<file path="config.mk">
export PLATFORM = sky130hd
export DESIGN_NAME = alu_seq8
export DESIGN_NICKNAME = d
export VERILOG_FILES = /design/src/rtl/alu_seq8.sv
export SDC_FILE = /design/constraint.sdc
export NUM_CORES = 1
export LEC_CHECK = 0
export ABC_AREA = 1
export ABC_CLOCK_PERIOD_IN_PS = 4350
export CAP_MARGIN = 20
export CORE_AREA = 2 2 64 66
export CTS_CLUSTER_DIAMETER = 50
export DETAILED_ROUTE_END_ITERATION = 8
export DIE_AREA = 0 0 66 68
export GPL_TIMING_DRIVEN = 0
export PLACE_DENSITY = 0.81
export SLEW_MARGIN = 30
export SYNTH_ARGS = -nofsm -noshare
export SYNTH_HDL_FRONTEND = slang
export SYNTH_SLANG_ARGS = --single-unit
</file>
<file path="constraint.sdc">
create_clock -name clk -period 4.35 [get_ports clk]
set_input_delay 1.305 -clock clk [delete_from_list [all_inputs] [get_ports clk]]
set_output_delay 1.305 -clock clk [all_outputs]
set_load 0.03 [all_outputs]
</file>
<file path="src/rtl/alu_seq8.sv">
// Sequences an 8-bit operation through a 4-bit combinational ALU, low nibble then high nibble.
// Optional back-to-back acceptance in DONE is enabled by defining ALU_SEQ8_B2B_EN.
module alu_seq8 (
  input  logic       clk,
  input  logic       reset,
  input  logic       start,
  input  logic [7:0] a,
  input  logic [7:0] b,
  input  logic       c_in,
  input  logic [2:0] op,
  output logic [3:0] alu_a,
  output logic [3:0] alu_b,
  output logic       alu_cin,
  output logic [2:0] alu_op,
  input  logic [3:0] alu_r,
  input  logic       alu_carry,
  input  logic       alu_zero,
  input  logic       alu_sign,
  output logic [7:0] r,
  output logic       carry,
  output logic       zero,
  output logic       sign,
  output logic       busy,
  output logic       done
);

  typedef enum logic [1:0] {
    IDLE = 2'd0,
    LOW  = 2'd1,
    HIGH = 2'd2,
    DONE = 2'd3
  } state_t;

  state_t     state_reg;
  state_t     state_next;
  logic       accept;

  logic [7:0] a_reg;
  logic [7:0] b_reg;
  logic       cin_reg;
  logic [2:0] op_reg;

  logic [3:0] lo_r_reg;
  logic       lo_c_reg;
  logic       lo_z_reg;

  logic [7:0] r_reg;
  logic       carry_reg;
  logic       zero_reg;
  logic       sign_reg;

  always_ff @(posedge clk or posedge reset) begin
    if (reset) begin
      state_reg <= IDLE;
    end else begin
      state_reg <= state_next;
    end
  end

  // Next state, request acceptance and the ALU operand mux for each nibble.
  always_comb begin
    state_next = state_reg;
    accept     = 1'b0;
    alu_a      = 4'h0;
    alu_b      = 4'h0;
    alu_cin    = 1'b0;
    alu_op     = 3'h0;
    case (state_reg)
      IDLE: begin
        if (start) begin
          accept     = 1'b1;
          state_next = LOW;
        end
      end
      LOW: begin
        alu_a      = a_reg[3:0];
        alu_b      = b_reg[3:0];
        alu_cin    = cin_reg;
        alu_op     = op_reg;
        state_next = HIGH;
      end
      HIGH: begin
        alu_a      = a_reg[7:4];
        alu_b      = b_reg[7:4];
        alu_cin    = lo_c_reg;
        alu_op     = op_reg;
        state_next = DONE;
      end
      DONE: begin
`ifdef ALU_SEQ8_B2B_EN
        if (start) begin
          accept     = 1'b1;
          state_next = LOW;
        end else begin
          state_next = IDLE;
        end
`else
        state_next = IDLE;
`endif
      end
      default: state_next = IDLE;
    endcase
  end

  // Request latches: later changes on a/b/c_in/op never reach the ALU.
  always_ff @(posedge clk or posedge reset) begin
    if (reset) begin
      a_reg   <= 8'h00;
      b_reg   <= 8'h00;
      cin_reg <= 1'b0;
      op_reg  <= 3'h0;
    end else if (accept) begin
      a_reg   <= a;
      b_reg   <= b;
      cin_reg <= c_in;
      op_reg  <= op;
    end
  end

  always_ff @(posedge clk or posedge reset) begin
    if (reset) begin
      lo_r_reg <= 4'h0;
      lo_c_reg <= 1'b0;
      lo_z_reg <= 1'b0;
    end else if (state_reg == LOW) begin
      lo_r_reg <= alu_r;
      lo_c_reg <= alu_carry;
      lo_z_reg <= alu_zero;
    end
  end

  // Published result changes only on the HIGH->DONE edge, so partials never show.
  always_ff @(posedge clk or posedge reset) begin
    if (reset) begin
      r_reg     <= 8'h00;
      carry_reg <= 1'b0;
      zero_reg  <= 1'b0;
      sign_reg  <= 1'b0;
    end else if (state_reg == HIGH) begin
      r_reg     <= {alu_r, lo_r_reg};
      carry_reg <= alu_carry;
      zero_reg  <= alu_zero & lo_z_reg;
      sign_reg  <= alu_sign;
    end
  end

  assign r     = r_reg;
  assign carry = carry_reg;
  assign zero  = zero_reg;
  assign sign  = sign_reg;
  assign busy  = (state_reg != IDLE);
  assign done  = (state_reg == DONE);

endmodule

</file>
==> out/qor.txt <==
crit path max fanout - 9
Required @ worst endpoint - 3040 ps
total gr overflow - 0
largest net degree at the start of global routing - 22
Worst Hold Path EP - op_reg[0]
Hold Crit Depth - 2
Num Clock Sinks - 39
unrepaired setup endpoints after global routing - false
total CTS buffers - 5
Setup Buffers After CTS - 0
r2r endpoint - b_reg[7]
IO Count - 55
via count - 1561
Largest stage delay, worst path - 710 ps
final WL - 3.90 mm
Clk pwr share - 0.118
worst path arrival time - 2200 ps
flops & latches, synth - 39
slew margin rel. - 0.677
reg2reg path depth - 7
cts hold-fix bufs - 0
Longest Clk Path Bufs - 2
Area after DPL - 0.00243 mm2
# DRC - 0
initial antenna violation count - 0
Avg WL per Cell - 12.0 um
Seq/Total Area, Yosys - 0.541
die footprint - 0.00449 mm2
Internal Power - 1.06 mW
Slew @ Worst Pin - 484 ps
net count after synthesis - 250
critical path's slowest cell - clkdlybuf4s50_1
Final Wtd Congestion - 0.785
Logic pwr share - 0.548
Avg Cell Area, Syn - 8.43 um2
Post-Syn Area - 0.00180 mm2
Max Clock Freq - 285 MHz
Fin. Hold Viols - 0
Area Overhead vs Synth - 39.0%
chip height - 68 um
Iter 0 DRT Violations - 106
final worst path period need - 3510 ps
outcome - complete, no violations
Final Skew - 3.82 ps
Critical Path Sink Type - output port
worst vdd ir - 360 uV
Initial Util - 0.468
min-delay src - op_reg[0]
number of vias per cell - 4.80
first-pass GRT wire length - 6.43 mm
R2R Setup Slk - 3050 ps
Gates resized, CTS repair - 0
PortBufs - 54
Lkg Pwr - 1.23 nW
Power per Cell Area - 752 mW/mm2
post-route ant nets - 0
setup TNS - 0 ps
die width - 66 um
Worst setup SP type - register
crit-path cells - inv_1 -> ha_1 -> inv_2 -> a21oi_1 -> clkdlybuf4s50_1
sw frac - 0.438
total track usage - 0.188
# rows - 23
fin crit share - 0.806
distinct cell type count after synthesis - 13
H-tree Lvls - 2
switching pwr - 826 uW
HP Class - register to register
gate count of the mapped netlist - 214
Root Buffer - clkbuf_8
worst-skew pair later-pin latency - 280 ps
critical setup path kind - register to output port
vias in the first global route - 1495
Worst-path clk slew - 70 ps
n_diodes - 0
Flop pwr share - 0.334
fin area - 0.00251 mm2
Final Setup Violations - 0
HPWL after DPL - 2.87 mm
nets - 312
reg2reg start - state_reg[0]
number of detailed-route iterations in the first pass - 4
CTS tree - built
synth warn - 0
share of layout cells above drive strength 1 - 0.0764
core area - 0.00386 mm2
Max Cap Viol - 0
max-slew violations - 0
## how the worst max path moves through the flow
stage | start | to | depth (start not counted)
final | state_reg[0] | alu_a[1] | 5
after global routing | state_reg[1] | alu_a[1] | 5
after CTS | state_reg[0] | alu_a[1] | 5
after detailed placement | state_reg[0] | alu_a[1] | 5
after global placement | state_reg[0] | alu_a[2] | 5
after floorplan | state_reg[0] | alu_a[0] | 4
## cells in the mapped netlist
library cell  number  share of area
nor2_1             4         0.0083
buf_2              2         0.0055
ha_1               6          0.042
nand2_2            1         0.0035
a21oi_1           13          0.036
inv_2              1         0.0021
nand3_1           23          0.064
buf_6              4          0.025
dfrtp_1           39           0.54
buf_4              6          0.025
inv_1             23          0.048
o21ai_0           13          0.036
nand2_1           79           0.16
## cells in the final DEF (no fill, tap or decap), types with 5 or more instances in the layout
cell type	synthesis	layout
nand2_1	79	79
clkdlybuf4s50_1	0	54
dfrtp_1	39	39
nand3_1	23	23
inv_1	23	22
o21ai_0	13	13
a21oi_1	13	13
buf_4	6	6
ha_1	6	6
clkbuf_8	0	5
## cell type report
| class | instances | area (um2) |
|---|---|---|
| well taps | 50 | 62.6 |
| flip-flops and latches | 39 | 976 |
| clock buffers | 6 | 72.6 |
| repair buffers | 55 | 568 |
| multi-input cells | 139 | 638 |
| inverters | 24 | 90.1 |
| plain buffers | 12 | 100 |
| fillers | 355 | 1350 |
## per-stage QoR
step | hold slack [ps] | power, mW | util | instances | worst slack (ps)
CTS | 476 | 1.91 | 0.650 | 325 | 823
floorplan | 442 | 1.30 | - | 214 | 1660
detailed placement | 458 | 1.68 | 0.631 | 319 | 1150
finish | 472 | 1.89 | 0.650 | 325 | 843
global placement | 454 | 1.65 | 0.624 | 318 | 1180
global route | 507 | 2.03 | 0.650 | 325 | 706
## power by group through the flow
stage / clock (mW) / sequential, mW / combinational, mW
after global placement: 0 / 0.631 / 1.02
after CTS: 0.227 / 0.631 / 1.05
after floorplan: 0 / 0.720 / 0.581
final: 0.222 / 0.631 / 1.03
after global routing: 0.242 / 0.651 / 1.14
after detailed placement: 0 / 0.637 / 1.04
## cell families (layout without fill, tap and decap cells)
family	count (synthesis)	count (layout)	share of synthesized area
compound gates	26	26	0.0721
buf+inv	36	97	0.105
fa+ha+maj	6	6	0.0416
simple gates	107	107	0.240
flops	39	39	0.541
## per-layer routing
metal  wire, um  vias to the layer above  GRT usage
met1       1750                      720      0.222
met4         51                        0     0.0638
met2       1820                       55      0.322
met3        277                        7     0.0658
li1           -                      779          -
met5          0                        -          0
## worst max-delay path: cells and delay by family, from the launching register on
| kind | cells | cell delay (ps) |
|---|---|---|
| adder cells (fa/ha/maj) | 1 | 390 |
| AO/OA/AOI/OAI | 1 | 180 |
| flip-flops | 1 | 410 |
| buffers and inverters | 3 | 940 |
Note: power is estimated with default switching activity, not from simulation.
